==> config.mk <==
export PLATFORM = sky130hd
export DESIGN_NAME = fmul_seq_flat
export DESIGN_NICKNAME = d
export VERILOG_FILES = /design/src/rtl/fmul_seq_if.sv /design/src/rtl/fmul_seq.sv /design/src/flat_wrapper.sv
export SDC_FILE = /design/constraint.sdc
export NUM_CORES = 1
export LEC_CHECK = 0
export ABC_CLOCK_PERIOD_IN_PS = 6400
export CAP_MARGIN = 20
export CORE_MARGIN = 10
export CORE_UTILIZATION = 53
export DETAILED_ROUTE_END_ITERATION = 12
export GPL_TIMING_DRIVEN = 0
export HOLD_SLACK_MARGIN = 0.03
export PLACE_DENSITY_LB_ADDON = 0.3
export SLEW_MARGIN = 5
export SYNTH_ARGS = -nofsm -noshare
export SYNTH_HDL_FRONTEND = slang
export SYNTH_SLANG_ARGS = --single-unit
==> constraint.sdc <==
create_clock -name clk -period 6.4 [get_ports clk]
set_input_delay 1.6 -clock clk [delete_from_list [all_inputs] [get_ports clk]]
set_output_delay 1.6 -clock clk [all_outputs]
set_load 0.02 [all_outputs]
==> src/rtl/fmul_seq_if.sv <==
// Request/response bundle for the iterative binary32 multiplier.
interface fmul_seq_if;
  logic        req;
  logic [31:0] x;
  logic [31:0] y;
  logic        busy;
  logic        valid;
  logic [31:0] rslt;
  logic [4:0]  flag;

  modport master (output req, x, y, input busy, valid, rslt, flag);
  modport slave  (input req, x, y, output busy, valid, rslt, flag);
endinterface

==> src/rtl/fmul_seq.sv <==
// Iterative binary32 multiplier: radix-4 Booth over ITER cycles, then one
// normalize/round cycle; fixed LAT-cycle latency including special operands.
module fmul_seq #(
  parameter int unsigned ITER = 13,
  parameter int unsigned LAT  = ITER + 2
) (
  input  logic       clk,
  input  logic       reset,
  fmul_seq_if.slave  bus
);

  localparam int unsigned CW = $clog2(LAT + 1);

  typedef enum logic [1:0] {S_IDLE, S_ITER, S_ROUND, S_DONE} state_t;

  state_t         state_q;
  logic [CW-1:0]  cnt_q;
  logic           busy_q, valid_q;
  logic [31:0]    rslt_q;
  logic [4:0]     flag_q;

  logic [23:0]    a_q;
  logic [25:0]    mplr_q, mplr_d;
  logic           prev_q, prev_d;
  logic [49:0]    acc_q, acc_d;
  logic [9:0]     e_q;
  logic           sign_q;
  logic           spc_q, spc_d;
  logic [31:0]    spc_rslt_q, spc_rslt_d;
  logic [4:0]     spc_flag_q, spc_flag_d;

  // Operand classification at acceptance
  logic [7:0]  xe, ye;
  logic [22:0] xf, yf;
  logic        xs, ys, sgn;
  logic        x_zero, y_zero, x_inf, y_inf, x_nan, y_nan, x_snan, y_snan;

  always_comb begin
    xe = bus.x[30:23];  xf = bus.x[22:0];  xs = bus.x[31];
    ye = bus.y[30:23];  yf = bus.y[22:0];  ys = bus.y[31];
    sgn    = xs ^ ys;
    x_zero = (xe == 8'h00);
    y_zero = (ye == 8'h00);
    x_inf  = (xe == 8'hff) && (xf == '0);
    y_inf  = (ye == 8'hff) && (yf == '0);
    x_nan  = (xe == 8'hff) && (xf != '0);
    y_nan  = (ye == 8'hff) && (yf != '0);
    x_snan = x_nan && !xf[22];
    y_snan = y_nan && !yf[22];

    spc_d      = 1'b1;
    spc_rslt_d = '0;
    spc_flag_d = '0;
    if (x_nan) begin
      spc_rslt_d = bus.x | 32'h0040_0000;
      spc_flag_d = {x_snan | y_snan, 4'b0000};
    end else if (y_nan) begin
      spc_rslt_d = bus.y | 32'h0040_0000;
      spc_flag_d = {y_snan, 4'b0000};
    end else if ((x_inf && y_zero) || (x_zero && y_inf)) begin
      spc_rslt_d = 32'hffc0_0000;
      spc_flag_d = 5'h10;
    end else if (x_inf || y_inf) begin
      spc_rslt_d = {sgn, 8'hff, 23'b0};
    end else if (x_zero || y_zero) begin
      spc_rslt_d = {sgn, 31'b0};
    end else begin
      spc_d = 1'b0;
    end
  end

  // Booth step: add the recoded multiple at bit 24, shift right by 2; the two
  // bits falling off the accumulator refill the top of the multiplier register.
  logic signed [26:0] a_ext, mult;
  logic [51:0]        sum;

  always_comb begin
    a_ext = {3'b000, a_q};
    case ({mplr_q[1:0], prev_q})
      3'b001, 3'b010: mult = a_ext;
      3'b011:         mult = a_ext <<< 1;
      3'b100:         mult = -(a_ext <<< 1);
      3'b101, 3'b110: mult = -a_ext;
      default:        mult = '0;
    endcase
    sum    = {{2{acc_q[49]}}, acc_q} + {mult[26], mult, 24'b0};
    acc_d  = sum[51:2];
    mplr_d = {sum[1:0], mplr_q[25:2]};
    prev_d = mplr_q[1];
  end

  // Normalize and round. Bits above p[47] and below mplr_q[24] are zero for a
  // completed product, so folding them into hi/sticky does not change results.
  logic [51:0] v;
  logic        hi, g, s, rnd;
  logic [22:0] mant;
  logic [9:0]  e1, ef;
  logic [32:0] rsum;
  logic [31:0] round_rslt;
  logic [4:0]  round_flag;

  always_comb begin
    v  = {acc_q, mplr_q[25:24]};
    hi = |v[51:47];
    if (hi) begin
      mant = v[46:24];
      g    = v[23];
      s    = (|v[22:0]) | (|mplr_q[23:0]);
    end else begin
      mant = v[45:23];
      g    = v[22];
      s    = (|v[21:0]) | (|mplr_q[23:0]);
    end
    e1   = e_q + {9'b0, hi};
    rnd  = g & (s | mant[0]);
    rsum = {e1, mant} + {32'b0, rnd};
    ef   = rsum[32:23];
    if ($signed(ef) >= 10'sd255) begin
      round_rslt = {sign_q, 8'hff, 23'b0};
      round_flag = 5'h05;
    end else if ($signed(ef) <= 10'sd0) begin
      round_rslt = {sign_q, 31'b0};
      round_flag = 5'h03;
    end else begin
      round_rslt = {sign_q, ef[7:0], rsum[22:0]};
      round_flag = {4'b0000, g | s};
    end
  end

  always_ff @(posedge clk or negedge reset) begin
    if (!reset) begin
      state_q    <= S_IDLE;
      cnt_q      <= '0;
      busy_q     <= 1'b0;
      valid_q    <= 1'b0;
      rslt_q     <= '0;
      flag_q     <= '0;
      a_q        <= '0;
      mplr_q     <= '0;
      prev_q     <= 1'b0;
      acc_q      <= '0;
      e_q        <= '0;
      sign_q     <= 1'b0;
      spc_q      <= 1'b0;
      spc_rslt_q <= '0;
      spc_flag_q <= '0;
    end else begin
      case (state_q)
        S_IDLE: begin
          if (bus.req) begin
            state_q    <= S_ITER;
            cnt_q      <= CW'(1);
            busy_q     <= 1'b1;
            a_q        <= {1'b1, xf};
            mplr_q     <= {2'b00, 1'b1, yf};
            prev_q     <= 1'b0;
            acc_q      <= '0;
            e_q        <= {2'b00, xe} + {2'b00, ye} - 10'd127;
            sign_q     <= sgn;
            spc_q      <= spc_d;
            spc_rslt_q <= spc_rslt_d;
            spc_flag_q <= spc_flag_d;
          end
        end
        S_ITER: begin
          acc_q  <= acc_d;
          mplr_q <= mplr_d;
          prev_q <= prev_d;
          cnt_q  <= cnt_q + CW'(1);
          if (cnt_q == CW'(ITER)) state_q <= S_ROUND;
        end
        S_ROUND: begin
          state_q <= S_DONE;
          cnt_q   <= cnt_q + CW'(1);
          valid_q <= 1'b1;
          rslt_q  <= spc_q ? spc_rslt_q : round_rslt;
          flag_q  <= spc_q ? spc_flag_q : round_flag;
        end
        S_DONE: begin
          state_q <= S_IDLE;
          cnt_q   <= '0;
          busy_q  <= 1'b0;
          valid_q <= 1'b0;
        end
        default: begin
          state_q <= S_IDLE;
          cnt_q   <= '0;
          busy_q  <= 1'b0;
          valid_q <= 1'b0;
        end
      endcase
    end
  end

  assign bus.busy  = busy_q;
  assign bus.valid = valid_q;
  assign bus.rslt  = rslt_q;
  assign bus.flag  = flag_q;

endmodule

==> src/flat_wrapper.sv <==
// flat-port wrapper written by rule: the top's interface ports become plain ports
module fmul_seq_flat 
#(
  parameter int unsigned ITER = 13,
  parameter int unsigned LAT  = ITER + 2
)
  (clk, reset, bus_req, bus_x, bus_y, bus_busy, bus_valid, bus_rslt, bus_flag);
  fmul_seq_if bus_i ();
  input  logic clk;
  input  logic reset;
  input wire logic [$bits(bus_i.req)-1:0] bus_req;
  input wire logic [$bits(bus_i.x)-1:0] bus_x;
  input wire logic [$bits(bus_i.y)-1:0] bus_y;
  output wire logic [$bits(bus_i.busy)-1:0] bus_busy;
  output wire logic [$bits(bus_i.valid)-1:0] bus_valid;
  output wire logic [$bits(bus_i.rslt)-1:0] bus_rslt;
  output wire logic [$bits(bus_i.flag)-1:0] bus_flag;
  assign bus_i.req = bus_req;
  assign bus_i.x = bus_x;
  assign bus_i.y = bus_y;
  assign bus_busy = bus_i.busy;
  assign bus_valid = bus_i.valid;
  assign bus_rslt = bus_i.rslt;
  assign bus_flag = bus_i.flag;
  fmul_seq #(.ITER(ITER), .LAT(LAT)) u_core (.clk(clk), .reset(reset), .bus(bus_i));
endmodule
# Word level (Yosys, flattened, before mapping)
# Cells that the tools add are included.
[word_totals]
ff_bits = 195
in_bits = 67
output_inout_bits = 39
[classes]
add_sub_neg = 8
n_lt_le_gt_ge = 2
eq_ne = 14
mux = 37
bitwise = 7
reduce_logical = 34
[ops]
columns = ["cell", "n"]
rows = [
  ["$mux W32", 6],
  ["$pmux W27 S4", 1],
  ["$pmux W50 S2", 1],
  ["$mux W31", 2],
  ["$add A50 B51 Y52", 1],
  ["$pmux W26 S2", 1],
  ["$mux W50", 1],
  ["$logic_not A23 Y1", 2],
  ["$reduce_bool A23 Y1", 2],
  ["$add A33 B1 Y33", 1],
  ["$neg A24 Y27", 1],
  ["$neg A25 Y27", 1],
  ["$mux W26", 1],
  ["$mux W5", 5],
  ["$reduce_or A24 Y1", 1],
  ["$mux W23", 1],
  ["$reduce_or A23 Y1", 1],
  ["$reduce_or A22 Y1", 1],
  ["$eq A8 B8 Y1 const B", 2],
  ["$logic_not A8 Y1", 2],
  ["$pmux W4 S3", 1],
  ["$add A10 B1 Y10", 1],
  ["$ge A10 B9 Y1 const B", 1],
  ["$le A10 B1 Y1 const B", 1],
  ["27 further kinds", 64],
]

# Logic depth before layout (Yosys ltp)
[logic_depth]
ltp_word = 10
ltp_mapped = 20

# Worst setup path after synthesis
# Ideal clock, no wire load.
[synth_path]
path_kind = "register -> register"
start = "reg u_core.acc_q[49]"
end = "reg u_core.rslt_q[10], in the netlist u_core.bus.rslt[10]"
setup_ps = 126
arrival_time_ps = 4685
setup_slack_ps = 1589
stages_incl_launch_ff = 19
path_buffers = 4
synth_period_minus_slack_ps = 4811
cell_sequence = "dfrtp_1 > or4_1 > nor2_1 > clkbuf_1 > clkbuf_1 > nand2_1 > nand2_1 > ha_1 > and2_1 > buf_2 > nand3_1 > a2111oi_2 > and3_2 > xnor2_1 > or4_4 > o41ai_4 > nor3_2 > buf_6 > a221o_1"
[synth_via]
elab_chain_cells = 9
word_cells_on_any_way = 13
[synth_rtl]
columns = ["item", "line_no", "source"]
rows = [
  ["start: declaration", "fmul_seq.sv:25", "logic [49:0] acc_q, acc_d;"],
  ["start signal: assignment", "fmul_seq.sv:141", "acc_q <= '0;"],
  ["start signal: assignment", "fmul_seq.sv:157", "acc_q <= '0;"],
  ["start signal: assignment", "fmul_seq.sv:166", "acc_q <= acc_d;"],
  ["$reduce_or A5 Y1 *", "fmul_seq.sv:104", "hi = |v[51:47];"],
  ["branches (longest 3 deep; another with $add A10 B1 Y10)", "--", ""],
  ["$add A33 B1 Y33 *", "fmul_seq.sv:116", "rsum = {e1, mant} + {32'b0, rnd};"],
  ["$le A10 B1 Y1", "fmul_seq.sv:121", "end else if ($signed(ef) <= 10'sd0) begin"],
  ["$mux W31", "fmul_seq.sv:121", ""],
  ["$mux W31 *", "fmul_seq.sv:118", "if ($signed(ef) >= 10'sd255) begin"],
  ["$mux W32 *", "fmul_seq.sv:176", "rslt_q <= spc_q ? spc_rslt_q : round_rslt;"],
  ["end signal: assignment", "fmul_seq.sv:176", ""],
  ["end: declaration", "fmul_seq.sv:19", "logic [31:0] rslt_q;"],
]
# Every way passes the cells marked *.
# A chain may end at the register's enable or synchronous reset.

# Worst setup path in the final report
[layout_path]
start = "reg u_core.acc_q[49]"
end = "reg u_core.rslt_q[3], in the netlist u_core.bus.rslt[3]"
# Same word-level chain as after synthesis.

==> impl_metrics.json <==
{
  "vias": 12710,
  "crit_arrival_ps": 6280,
  "synth_nets": 1652,
  "postRouteAntennaNets": 0,
  "first_pass_iters": 6,
  "worst_pin_slew_ps": 1016,
  "grt_max_degree": 105,
  "synth_seq_cells": 190,
  "clock-sinks": 190,
  "r2r-end": "u_core.bus.rslt[3]$_DFFE_PN0P_",
  "totalPowerFinal_uw": 8202,
  "slowest_delay_ps": 650,
  "cts_buffer_depth": 2,
  "io_pins": 106,
  "insertion_delay_ps": 450,
  "yosysTopAreaCell": "dfrtp_1",
  "cts_hold_buffers": 0,
  "drv_slew": 0,
  "synth_area_um2": 12940,
  "viasPerCell": 6.369,
  "yosys-top-cells-count": "nand2_1 (243), dfrtp_1 (190), o21ai_0 (127), nor2_1 (104), clkbuf_1 (91)",
  "postCtsSetupBuffers": 0,
  "port_buffers": 104,
  "p_per_area_nw_per_um2": 546.2,
  "crit_fanout": 10,
  "start_kind": "register",
  "synth.most_common_cell": "nand2_1",
  "antenna_found_initial": 0,
  "syn2layout_area_growth_pct": 16.05,
  "root_buffer": "clkbuf_16",
  "syn_inst": 1535,
  "critPathLaunch": "u_core.acc_q[49]$_DFFE_PN0P_",
  "power.internal_uw": 4165,
  "cts_resized": 0,
  "drtIter0Drc": 1514,
  "pwr-share-seq_pct": 26.7,
  "numCtsBuffers": 17,
  "avgSynthCellArea_um2": 8.430,
  "coreArea_um2": 24180,
  "grt_pass1_wl_um": 66940,
  "num_rows": 57,
  "rsz0062_at_grt": "no",
  "peakVddDrop_uv": 215.0,
  "synth_cell_types": 74,
  "nets": 1776,
  "crit_path_end_kind": "register",
  "p_clk_share_pct": 13.7,
  "die_width_um": 176.3,
  "setup_viol": 0,
  "layout-drive-gt1-share_pct": 3.828,
  "initial_core_util_pct": 53.52,
  "finalWirelength_um": 42670,
  "slew_headroom_pct": 30.52,
  "synth.area.top_cells": "dfrtp_1 (37%), nand2_1 (7.0%), o21ai_0 (4.9%), ha_1 (4.6%), xnor2_1 (4.5%)",
  "yosysSeqAreaShare_pct": 36.74,
  "antennaDiodeCount": 0,
  "synth_flop_cell": "dfrtp_1",
  "finalClockSkew_ps": 17.68,
  "fp.dieArea_um2": 31060,
  "grt_overflow_total": 0,
  "synth_warnings": 0,
  "hold_class": "register to register",
  "cp_slowest_cell": "or4_1",
  "sw_frac_of_total_pct": 49.22,
  "tritoncts": "built",
  "rr_worst_depth": 18,
  "max_freq_mhz": 167.8,
  "crit_chain": "or4_1 > nor2_1 > clkbuf_1 > clkbuf_1 > nand2_1 > nand2_1 > ha_1 > and2_1 > buf_2 > nand3_1 > a2111oi_2 > and3_2 > xnor2_1 > or4_4 > o41ai_4 > nor3_2 > buf_6 > a221o_1",
  "synth_edf_count": 0,
  "rr_startpoint": "u_core.acc_q[49]$_DFFE_PN0P_",
  "track_usage_pct": 27.05,
  "cap_violations": 0,
  "regToRegSetupSlack_ps": 440,
  "die_h_um": 176.3,
  "crit_type": "register to register",
  "p_comb_share_pct": 59.6,
  "synth_top_area_share_pct": 36.74,
  "drc": 0,
  "outcome": "finished clean",
  "endpoint": "u_core.bus.rslt[3]$_DFFE_PN0P_",
  "hold_violations": 0,
  "place.detailed.hpwl_um": 32740,
  "utilization_pct": 62.11,
  "grt_pass1_vias": 12050,
  "switchingPower_uw": 4037,
  "p_leak_uw": 0.006325,
  "path_clk_slew_ps": 80,
  "async_flop_share_pct": 100.0,
  "cp_data_required_time_ps": 6720,
  "wl_per_cell_um": 21.38,
  "h-tree-depth": 4,
  "min_period_ps": 5959,
  "place.gp.congestion": 0.9900,
  "period_share_pct": 93.11
}
## state kept, by name, summed over array words and instances (netlist names)
name / cells
u_core.bus.valid: 1
u_core.bus.flag: 4
u_core.sign_q: 1
u_core.spc_flag_q: 1
u_core.spc_q: 1
u_core.prev_q: 1
u_core.spc_rslt_q: 32
u_core.bus.busy: 1
u_core.e_q: 10
u_core.mplr_q: 26
u_core.cnt_q: 4
u_core.state_q: 2
u_core.bus.rslt: 32
u_core.a_q: 24
u_core.acc_q: 50
## power by group through the flow
stage | Sequential (µW) | Combinational (µW) | Clock, µW
2_1_floorplan | 2140 | 3330 | 0
3_3_place_gp | 2170 | 4650 | 0
3_5_place_dp | 2190 | 4770 | 0
4_1_cts | 2170 | 4800 | 1120
5_1_grt | 2240 | 5380 | 1170
6_report | 2190 | 4890 | 1120
## worst min path at each step
stage | from | end | slack, ps | cells after the start
6_report | u_core.spc_rslt_q[25]$_DFFE_PN0P_ | u_core.spc_rslt_q[25]$_DFFE_PN0P_ | 490 | 1
5_1_grt | u_core.spc_rslt_q[23]$_DFFE_PN0P_ | u_core.spc_rslt_q[23]$_DFFE_PN0P_ | 500 | 1
4_1_cts | u_core.spc_rslt_q[25]$_DFFE_PN0P_ | u_core.spc_rslt_q[25]$_DFFE_PN0P_ | 490 | 1
3_5_place_dp | u_core.spc_rslt_q[25]$_DFFE_PN0P_ | u_core.spc_rslt_q[25]$_DFFE_PN0P_ | 470 | 1
3_3_place_gp | u_core.sign_q$_DFFE_PN0P_ | u_core.sign_q$_DFFE_PN0P_ | 460 | 2
2_1_floorplan | u_core.spc_rslt_q[10]$_DFFE_PN0P_ | u_core.spc_rslt_q[10]$_DFFE_PN0P_ | 440 | 2
## through the flow
stage | instances | setup slack, ps | instance area [µm²] | setup TNS, ps | hold slack, ps
final | 1996 | 440.9 | 15020 | 0 | 488.4
after detailed placement | 1964 | 514.8 | 14420 | 0 | 474.9
after global placement | 1963 | -4167 | 14390 | -786980 | 463.5
after CTS | 1996 | 516.2 | 15020 | 0 | 493.2
after floorplan | 1535 | 1589 | 12940 | 0 | 442.9
after global routing | 1996 | 149.7 | 15020 | 0 | 501.4
## layout by cell type (no fill, tap or decap), types with 38 or more instances in the layout
master,n
ha_1,48
clkdlybuf4s50_1,103
o21ai_0,127
clkbuf_1,92
xor2_1,52
nand3_1,38
nor2_1,104
dfrtp_1,190
nand2_1,243
xnor2_1,66
a21oi_1,69
## routing by layer
metal	part of all wire (%)	up-vias	track usage (%)
met5	0	-	0
met4	2.9	0	9.043
met3	9.6	85	5.190
met2	43	655	40.12
met1	44	6140	38.74
li1	-	5832	-
## area by class of cell
class	count	area [µm²]
Clock buffer	18	429.2
Tap cell	324	405.4
Timing Repair Buffer	105	1074
Buffer	113	450.4
Clock inverter	14	168.9
Fill cell	2080	9160
Sequential cell	190	4755
Multi-Input combinational cell	1197	7604
Inverter	35	131.4
## cell families after synthesis
group                    count (synthesis)  share of synthesized area, %
AND/OR/NAND/NOR                        574                         21.04
AO/OA/AOI/OAI                          416                         21.76
adder cells (fa/ha/maj)                 50                         4.951
XOR/XNOR                               118                         7.987
flip-flops                             190                         36.74
buffers and inverters                  148                         4.496
other                                    1                       0.02898
multiplexers                            38                         2.997
## critical path: cells and delay by family (launching register included)
family	cells	cell delay, ps
compound gates	3	1420
xor+xnor	1	90
fa+ha+maj	1	210
buf+inv	4	1280
flops	1	450
simple gates	9	2360
Power figures use the tool's default switching activity.
